**src/rtl/mem_access.sv**
```systemverilog
// Memory-access pipeline stage between EX and WB: stage register, load/store handshake FSM, upstream stall.
// Optional build macro MEM_TIMEOUT_EN adds a WAIT-state timeout that aborts the access and sets a sticky MEM_FAULT.
module mem_access #(
    parameter int DATA_W      = 32,
    parameter int ADDR_W      = 32,
    parameter int DA_W        = 5,
    parameter int TIMEOUT_CYC = 16
) (
    input  logic              CLOCK,
    input  logic              RESET,
    input  logic              RW,
    input  logic [DA_W-1:0]   DA,
    input  logic [1:0]        MD,
    input  logic              MW,
    input  logic [DATA_W-1:0] F,
    input  logic [DATA_W-1:0] BUS_B,
    input  logic              VxorN,
    output logic              STALL,
    output logic              mem_req,
    output logic              mem_we,
    output logic [ADDR_W-1:0] mem_addr,
    output logic [DATA_W-1:0] mem_wdata,
    input  logic [DATA_W-1:0] mem_rdata,
    input  logic              mem_ready,
    output logic              RW_out,
    output logic [DA_W-1:0]   DA_out,
    output logic [1:0]        MD_out,
    output logic [DATA_W-1:0] F_out,
    output logic [DATA_W-1:0] Data,
    output logic              VxorN_out,
    output logic              MEM_FAULT
);

    typedef enum logic [1:0] {
        ST_RUN  = 2'd0,
        ST_WAIT = 2'd1,
        ST_DONE = 2'd2
    } state_e;

    state_e            state_q, state_d;
    logic              rw_q, mw_q, vx_q;
    logic [DA_W-1:0]   da_q;
    logic [1:0]        md_q;
    logic [DATA_W-1:0] f_q, b_q;
    logic [DATA_W-1:0] data_q, data_d;
    logic              memop_s, req_s, timeout_s, abort_s;

    assign memop_s = mw_q | (md_q == 2'd1);

`ifdef MEM_TIMEOUT_EN
    localparam int CNT_W = $clog2(TIMEOUT_CYC + 1);
    logic [CNT_W-1:0] cnt_q, cnt_d;
    logic             fault_q, abort_q;

    // WAIT-cycle counter; held at zero outside WAIT so it is clear on every WAIT entry
    always_comb begin
        cnt_d = cnt_q;
        if (state_q == ST_WAIT) begin
            cnt_d = cnt_q + CNT_W'(1);
        end else begin
            cnt_d = '0;
        end
    end

    assign timeout_s = (state_q == ST_WAIT) && !mem_ready && (cnt_q == CNT_W'(TIMEOUT_CYC - 1));
    assign abort_s   = abort_q;
    assign MEM_FAULT = fault_q;

    // Timeout counter, one-cycle abort marker for DONE, sticky fault flag
    always_ff @(negedge CLOCK) begin
        if (RESET) begin
            cnt_q   <= '0;
            abort_q <= 1'b0;
            fault_q <= 1'b0;
        end else begin
            cnt_q   <= cnt_d;
            abort_q <= timeout_s;
            fault_q <= fault_q | timeout_s;
        end
    end
`else
    assign timeout_s = 1'b0;
    assign abort_s   = 1'b0;
    assign MEM_FAULT = 1'b0;
`endif

    // Next-state logic
    always_comb begin
        state_d = state_q;
        case (state_q)
            ST_RUN: begin
                if (memop_s) begin
                    state_d = mem_ready ? ST_DONE : ST_WAIT;
                end else begin
                    state_d = ST_RUN;
                end
            end
            ST_WAIT: begin
                if (mem_ready || timeout_s) begin
                    state_d = ST_DONE;
                end else begin
                    state_d = ST_WAIT;
                end
            end
            ST_DONE: state_d = ST_RUN;
            default: state_d = ST_RUN;
        endcase
    end

    // FSM outputs: request held from the RUN cycle of a memop through WAIT
    always_comb begin
        req_s = 1'b0;
        case (state_q)
            ST_RUN:  req_s = memop_s;
            ST_WAIT: req_s = 1'b1;
            ST_DONE: req_s = 1'b0;
            default: req_s = 1'b0;
        endcase
    end

    // Load data capture; ready without a live request is ignored
    always_comb begin
        data_d = data_q;
        if (req_s && mem_ready && !mw_q) begin
            data_d = mem_rdata;
        end else begin
            data_d = data_q;
        end
    end

    // State, stage register and load-data register
    always_ff @(negedge CLOCK) begin
        if (RESET) begin
            state_q <= ST_RUN;
            rw_q    <= 1'b0;
            da_q    <= '0;
            md_q    <= 2'd0;
            mw_q    <= 1'b0;
            f_q     <= '0;
            b_q     <= '0;
            vx_q    <= 1'b0;
            data_q  <= '0;
        end else begin
            state_q <= state_d;
            data_q  <= data_d;
            if (!req_s) begin
                rw_q <= RW;
                da_q <= DA;
                md_q <= MD;
                mw_q <= MW;
                f_q  <= F;
                b_q  <= BUS_B;
                vx_q <= VxorN;
            end
        end
    end

    assign STALL     = req_s;
    assign mem_req   = req_s;
    assign mem_we    = req_s & mw_q;
    assign mem_addr  = f_q[ADDR_W-1:0];
    assign mem_wdata = b_q;
    // While the access is outstanding WB sees a bubble; an aborted access never writes back
    assign RW_out    = rw_q & ~req_s & ~abort_s;
    assign MD_out    = req_s ? 2'd0 : md_q;
    assign DA_out    = da_q;
    assign F_out     = f_q;
    assign Data      = data_q;
    assign VxorN_out = vx_q;

endmodule

```
**config.mk**
```make
export PLATFORM = sky130hd
export DESIGN_NAME = mem_access
export DESIGN_NICKNAME = d
export VERILOG_FILES = /design/src/rtl/mem_access.sv
export SDC_FILE = /design/constraint.sdc
export NUM_CORES = 1
export LEC_CHECK = 0
export ABC_AREA = 1
export CAP_MARGIN = 20
export CORE_MARGIN = 3
export CORE_UTILIZATION = 42
export DETAILED_ROUTE_END_ITERATION = 12
export GPL_TIMING_DRIVEN = 1
export HOLD_SLACK_MARGIN = 0.06
export MAX_ROUTING_LAYER = met4
export PLACE_DENSITY_LB_ADDON = 0.3
export SYNTH_ARGS = -nofsm -noshare
export SYNTH_HDL_FRONTEND = slang
export SYNTH_SLANG_ARGS = --single-unit
```
**constraint.sdc**
```tcl
create_clock -name CLOCK -period 2.2 [get_ports CLOCK]
set_clock_uncertainty 0.1 [all_clocks]
set_input_delay 0.33 -clock CLOCK [delete_from_list [all_inputs] [get_ports CLOCK]]
set_output_delay 0.33 -clock CLOCK [all_outputs]
set_load 0.01 [all_outputs]
```
-- Yosys cells after proc, flatten, opt, wreduce, memory -nomap -nowiden
Index checks and enable logic that the tools add are counted.
- output and inout bits: 141
- input port bits: 109
- word-level logic and storage cells: 24
- flip-flop bits (word level): 108
- muxes and demuxes: 5
- bitwise operators: 4
- eq/ne operators: 2
- reductions and logical operators: 4
- operator list (cell ; number):
    2-bit two-way mux ; 3
    2-bit by 1-bit == test with 1-bit output (second input constant) ; 2
    2-bit one-hot mux with 2 select lines ; 1
    1-bit AND ; 2
    1-bit logical AND ; 2
    2-bit logical NOT ; 1
    1-bit one-hot mux with 2 select lines ; 1
    1-bit logical NOT ; 1
    1-bit inverter ; 1
    1-bit bitwise OR ; 1

-- Logic depth before layout (Yosys ltp)
Gate-level depths: netlist (run 1).
- depth after elaboration: 5
- gate-level depth with buffers: 9
- gate-level depth less buffers: 7

==> impl_metrics.ini, run 1 <==
[timing]
tightest_slew_ns = 0.677
holdWs_ns = 0.403
max-slew-margin-rel_pct = 54.8
setup-tns-final_ns = -29.76
rsz0062_at_grt = yes
setup_viol = 140
setup_ws_ns = -0.652
slew_viol_final = 0
finalHoldViolCount = 0

[critical_path]
critical_path_class = reg2out
cpPeakStageDelay_ns = 0.33
r2r_slack_ns = 0.16
crit_path_end_kind = output pin
crit_arrival_ns = 2.42
r2r-start = state_q[0]
cp_max_fo = 5
setup.worst_path.start_class = flip-flop
r2r-end = md_q[0]
reg2reg_depth = 8
cp_data_required_time_ns = 1.77
path_cells = nor2_4, nand2_4, nand2_4, inv_6, nor2_4, buf_6
critPathSlowestCell = dfxtp_2

[worst_hold_path]
hold_start = mem_wdata[29]
hold_depth = 2
min_to = mem_wdata[29]
hold_path_class = reg2reg

[final_layout]
fin_nets = 1084
nFillCells = 665
final_cell_mix = inv_1, nor2_1, buf_6
drive_above_1_share_pct = 31.8
fin_cells = 1117
area.growth.synth_to_final_pct = 79.5
final_common_cell = inv_1

[power_and_ir_drop]
p_per_area_nw_per_um2 = 1040
vdd.ir_drop.worst_mv = 0.727
p_leak_nw = 4.26
power_mw = 8.47

[yosys]
seq_area_frac_synth_pct = 47.5
synthCells = 648
syn-num-nets = 757
synth_area_per_cell_um2 = 7.02
synth-seq-cells = 108
synth_area_leader_cell = dfxtp_1
yosysTopAreaCellShare_pct = 47.5
synthDistinctLibCells = 20
syn_area_um2 = 4550
yosys_warnings = 0
synthTopCellsByArea = dfxtp_1, nor2_1, inv_1

[die]
die_h_um = 110
floorplan.initialDensity_pct = 43.7
die_x_um = 110
coreArea_um2 = 10400
fp.dieArea_um2 = 12100
num_rows = 37
ioPinCount = 250

[grt]
grt_remaining_overflow = 0
track_usage_pct = 27.1
grt_pass1_wl_um = 25200
antenna_found_initial = 1
grt_max_degree = 77
grt_pass1_vias = 5468

[drt]
post-route-drc-count = 0
routedWlPerCell_um = 15.3
via_per_inst = 4.72
vias = 5268
drtIter0Drc = 400
drt-total-wl_um = 17100
antenna_left = 0
dr.pass1.iters = 5

[cts]
cts_inserted_buffers = 9
htree_levels = 3
clock_sinks = 108
clkLatencyLatePin_ns = 0.43
tritoncts = done
cts_max_path_buffers = 2
path_clk_slew_ns = 0.06
clockRootBuffer = clkbuf_8

[placement]
dp.cells = 978
io_buffers = 248
place_hpwl_um = 10100
pre_cts_slack_ns = -0.686
place.gp.congestion = 0.802

[run]
max-cap-violations = 0

[status]
run_status = finished with violations
violations = setup timing
kinds of logic (layout without fill, tap and decap cells):
group,Yosys count,after routing,share of synthesized area [%]
buffers and inverters,178,510,18.6
AOI/OAI and AO/OA,74,74,8.14
and+or+nand+nor,287,287,25.7
DFF,108,108,47.5
other,1,2,0.0824
critical path, delay by kind of cell, from the launching register on:
family,cells,cell delay [ns]
buf+inv,2,0.16
flops,1,0.33
simple gates,4,0.39
timing repair:
item	CTS	global route
hold buffers	0	0
buffers inserted	5	6
endpoints found under the setup margin	216	156
resized for setup	820	26
cloned	4	1
pin swaps	5	6
layer usage:
metal / share of wire, % / wire length [um] / track usage [%] / vias up
met5: 0 / 0 / - / -
met4: 2.7 / 466 / 12.8 / 0
met1: 36 / 6090 / 26.7 / 2396
met3: 7.8 / 1340 / 8.79 / 41
li1: - / - / - / 2578
met2: 54 / 9200 / 48.2 / 253
power breakdown:
| part | internal [mW] | total (mW) | switching (mW) |
|---|---|---|---|
| clock | 0.822 | 2.23 | 1.41 |
| sequential | 2.51 | 2.90 | 0.386 |
| combinational | 1.72 | 3.34 | 1.62 |
state kept, by name, indices dropped and copies added, names as in the netlist:
signal and flops:
VxorN_out 1, state_q 2, mw_q 1, mem_wdata 32
F_out 32, DA_out 5, rw_q 1, Data 32
md_q 2
how the worst max path moves through the flow:
stage	startpoint	endpoint	depth (start not counted)
2_1_floorplan	md_q[1]	mem_req	7
3_3_place_gp	md_q[1]	mem_req	6
3_5_place_dp	md_q[1]	mem_req	6
4_1_cts	state_q[0]	MD_out[0]	6
5_1_grt	state_q[0]	MD_out[1]	6
6_report	state_q[0]	MD_out[1]	6
final cells by class:
class	instances	area [um^2]	share of cell area, %
clock buffer	9	124	1.52
inverter	104	399	4.89
timing repair inverter	1	7.51	0.0919
timing repair buffer	281	3020	37.0
clock inverter	115	503	6.16
tap	136	170	2.08
sequential	108	2330	28.5
multi-input combinational	362	1610	19.7
antenna	1	2.50	0.0306
metrics by stage:
stage,util (%),instance area (um^2)
final,78.4,8170
after global routing,78.4,8170
after CTS,77.0,8020
after detailed placement,66.9,6970
after global placement,66.9,6970
after floorplan,-,4610
cell usage after synthesis (all sizes together):
library cell / n
nand4: 32
buf: 53
clkbuf: 20
o21ai: 73
a21oi: 1
dfxtp: 108
nor2: 183
nand2: 68
inv: 104
conb: 1
nor3: 2
clkinv: 1
nand3: 2
Note: power is estimated with default switching activity, not from simulation.
==> run 2: changes to the inputs <==
Settings changed: CORE_UTILIZATION 42 to 43, CTS_BUF_LIST from default to sky130_fd_sc_hd__clkbuf_2 sky130_fd_sc_hd__clkbuf_4 sky130_fd_sc_hd__clkbuf_8, REMOVE_ABC_BUFFERS from default to 1.
==> impl_metrics.ini, run 2 (synthesized netlist as in run 1, its figures left out) <==
[status]
run_status = finished with violations
violations = setup timing

[timing]
setup_viol = 142
slew_viol_final = 0
setup_ws_ns = -0.641
holdWs_ns = 0.405
max-slew-margin-rel_pct = 51.4
rsz0062_at_grt = yes
setup-tns-final_ns = -29.28
finalHoldViolCount = 0
tightest_slew_ns = 0.729

[final_layout]
fin_area_um2 = 8370
area.growth.synth_to_final_pct = 84.0
fin_cells = 1127
seq_area_um2 = 2320
n_antenna_cell = 0
utilization_pct = 83.4
drive_above_1_share_pct = 33.0
fin_nets = 1098
final_cell_mix = inv_1, nor2_1, buf_6
final_common_cell = inv_1
nFillCells = 555
multi_input_area_um2 = 1610

[critical_path]
setup.worst_path.start_class = flip-flop
cp_data_required_time_ns = 1.77
crit_path_end_kind = output pin
critical_path_class = reg2out
cp_max_fo = 5
crit_arrival_ns = 2.41

[cts]
tritoncts = done
clockRootBuffer = clkbuf_8
cts_inserted_buffers = 9
clkLatencyLatePin_ns = 0.41
clock_sinks = 108
path_clk_slew_ns = 0.04
cts_max_path_buffers = 2
htree_levels = 3

[grt]
grt_pass1_wl_um = 28000
antenna_found_initial = 0
grt_max_degree = 77
grt_remaining_overflow = 0
grt_pass1_vias = 6010
track_usage_pct = 31.1

[drt]
dr.pass1.iters = 5
post-route-drc-count = 0
drt-total-wl_um = 19000
routedWlPerCell_um = 16.9
vias = 5622
antenna_left = 0
via_per_inst = 4.99
drtIter0Drc = 556

[die]
coreArea_um2 = 10000
ioPinCount = 250
floorplan.initialDensity_pct = 45.3
num_rows = 36
fp.dieArea_um2 = 11900
die_x_um = 109
die_h_um = 109

[placement]
place_hpwl_um = 10100
io_buffers = 248
placed_area_um2 = 6950
pre_cts_slack_ns = -0.728
dp.cells = 975
place.gp.congestion = 0.794

[power_and_ir_drop]
p_per_area_nw_per_um2 = 1040
vdd.ir_drop.worst_mv = 0.791
p_leak_nw = 4.39
power_mw = 8.71

[run]
max-cap-violations = 0

[worst_hold_path]
hold_path_class = reg2reg
[run 2: cell type report]
class,count,share of cell area [%]
clock buffers,9,1.48
clock inverters,115,5.84
inverters,104,4.78
multi-input cells,362,19.2
flip-flops and latches,108,27.7
well taps,133,1.99
repair buffers,296,39.0
[run 2: power breakdown]
part | leakage [nW] | total, mW | internal, mW | switching [mW]
sequential | 0.931 | 2.89 | 2.50 | 0.382
combinational | 2.78 | 3.58 | 1.84 | 1.74
clock | 0.679 | 2.24 | 0.807 | 1.44
total | 4.39 | 8.71 | 5.15 | 3.56
[run 2: what timing repair did]
action                                  4_1_cts  5_1_grt
cloned                                        8        0
hold buffers                                  0        0
pin swaps                                     9        8
setup buffers                                11       12
resized for setup                           837       23
endpoints found under the setup margin      193      170
[run 2: worst paths after layout]
kind	startpoint	to	slack (ns)	cells after the start
setup / recovery	state_q[0]	MD_out[1]	-0.64	6
hold / removal	mem_wdata[29]	mem_wdata[29]	0.40	2
setup reg to reg	md_q[1]	Data[10]	0.36	11
hold reg to reg	mem_wdata[29]	mem_wdata[29]	0.40	2
[run 2: metal layers]
layer	vias to the layer above	share of wire (%)	GRT usage, %	wire length, um
met2	354	52	53.8	9870
li1	2611	-	-	-
met3	86	9.6	10.4	1830
met1	2571	33	29.7	6310
met5	-	0	-	0
met4	0	5.3	19.7	1010
[run 2: critical path, cell delays in order, from the launching register on]
cell	delay, ns
dfxtp_2	0.33
nor2_4	0.12
nand2_4	0.07
nand2_4	0.09
inv_8	0.06
nor2_2	0.10
buf_2	0.15
==> run 3: changes to the inputs <==
Settings changed: CORE_UTILIZATION 43 to 30, SLEW_MARGIN from default to 40.
==> impl_metrics.ini, run 3 (synthesized netlist as in run 1, its figures left out) <==
[drt]
routedWlPerCell_um = 13.5
vias = 5100
drt-total-wl_um = 15800
dr.pass1.iters = 4
post-route-drc-count = 0
antenna_left = 0
via_per_inst = 4.37
drtIter0Drc = 209

[cts]
cts_max_path_buffers = 2
htree_levels = 3
clock_sinks = 108
cts_hold_buf = 0
tritoncts = done
clkLatencyLatePin_ns = 0.41
cts_inserted_buffers = 9
clockRootBuffer = clkbuf_8
path_clk_slew_ns = 0.04

[placement]
dp.cells = 1025
io_buffers = 248
place_hpwl_um = 9580
pre_cts_slack_ns = -0.733
place.gp.congestion = 0.810

[critical_path]
setup.worst_path.start_class = flip-flop
r2r_slack_ns = 0.24
path_cells = nor2_4, nand2_4, nand2_4, inv_8, nor2_4, buf_6
cp_max_fo = 5
cp_data_required_time_ns = 1.77
cpPeakStageDelay_ns = 0.32
critPathSlowestCell = dfxtp_2
crit_path_end_kind = output pin
r2r-start = md_q[1]
reg2reg_depth = 13
crit_arrival_ns = 2.40
critical_path_class = reg2out
r2r-end = Data[31]

[status]
violations = setup timing
run_status = finished with violations

[final_layout]
final_cell_mix = inv_1, nor2_1, buf_6
drive_above_1_share_pct = 31.9
final_common_cell = inv_1
fin_nets = 1087
area.growth.synth_to_final_pct = 82.3
seq_area_um2 = 2340
n_antenna_cell = 0
fin_cells = 1167
nFillCells = 1324
multi_input_area_um2 = 1610

[grt]
track_usage_pct = 18.8
grt_pass1_vias = 5119
grt_max_degree = 77
antenna_found_initial = 0
grt_remaining_overflow = 0
grt_pass1_wl_um = 24300

[timing]
rsz0062_at_grt = yes
setup_ws_ns = -0.631
setup_viol = 140
tightest_slew_ns = 0.726
holdWs_ns = 0.402
finalHoldViolCount = 0
slew_viol_final = 0
max-slew-margin-rel_pct = 51.6

[worst_hold_path]
hold_path_class = reg2reg
min_to = mem_wdata[28]
hold_depth = 2
hold_start = mem_wdata[28]

[power_and_ir_drop]
power_mw = 8.32
p_per_area_nw_per_um2 = 1000
vdd.ir_drop.worst_mv = 0.516
p_leak_nw = 4.31

[die]
die_x_um = 129
ioPinCount = 250
coreArea_um2 = 14700
num_rows = 44
fp.dieArea_um2 = 16700
die_h_um = 129
floorplan.initialDensity_pct = 31.0

[run]
max-cap-violations = 0
[run 3: cell count changes in the layout (fill, tap and decap cells not counted), moves of 2 or more]
cell      change
dfxtp_4       +9
dfxtp_2       -8
buf_12        -5
buf_4         -4
nor2_2        -3
buf_2         -2
buf_8         -2
clkinv_4      +2
inv_2         -2
nor2_4        +2
[run 3: worst max-delay path by stage]
stage	start	endpoint	slack (ns)	cells past startpoint
final	mw_q	MD_out[0]	-0.63	6
after detailed placement	mw_q	RW_out	-0.73	6
after global placement	mw_q	RW_out	-0.71	6
after CTS	state_q[0]	RW_out	-0.65	6
after global routing	mw_q	MD_out[0]	-0.72	6
after floorplan	state_q[1]	MD_out[0]	-1.89	4
[run 3: area by class of cell]
| type | count | share of cell area, % |
|---|---|---|
| Clock buffer | 9 | 1.49 |
| Clock inverter | 115 | 5.88 |
| Inverter | 104 | 4.86 |
| Multi-Input combinational cell | 362 | 19.4 |
| Sequential cell | 108 | 28.2 |
| Tap cell | 184 | 2.78 |
| Timing Repair Buffer | 284 | 37.3 |
| Timing Repair inverter | 1 | 0.0754 |
[run 3: through the flow]
step                      area (um^2)  TNS (ns)  utilization (%)
after detailed placement         6990    -81.95             47.5
after CTS                        8200    -33.71             55.8
final                            8300    -29.21             56.4
after global routing             8300    -36.13             56.4
after floorplan                  4100   -112.73                -
after global placement           6990    -82.04             47.5
[run 3: repair_timing]
action                     in CTS  in global routing
buffers inserted                9                  3
gates cloned                    7                  0
resized for setup             834                 27
setup endpoints to repair     190                167
pin swaps                       7                  7
hold endpoints to repair        0                  0
[run 3: critical path, delay by kind of cell, from the launching register on]
kind,cells,cell delay [ns]
DFF,1,0.32
buffers and inverters,2,0.17
and+or+nand+nor,4,0.38
[run 3: per-layer routing]
| metal | vias up | GRT usage (%) | part of all wire, % |
|---|---|---|---|
| met2 | 220 | 29.6 | 47 |
| met5 | - | - | 0 |
| li1 | 2590 | - | - |
| met1 | 2272 | 20.9 | 42 |
| met4 | 0 | 8.52 | 1.6 |
| met3 | 18 | 7.58 | 9.1 |
[run 3: power by group]
part,total (mW),switching [mW],internal [mW]
Clock,2.07,1.27,0.801
Combinational,3.36,1.59,1.77
Sequential,2.89,0.369,2.52
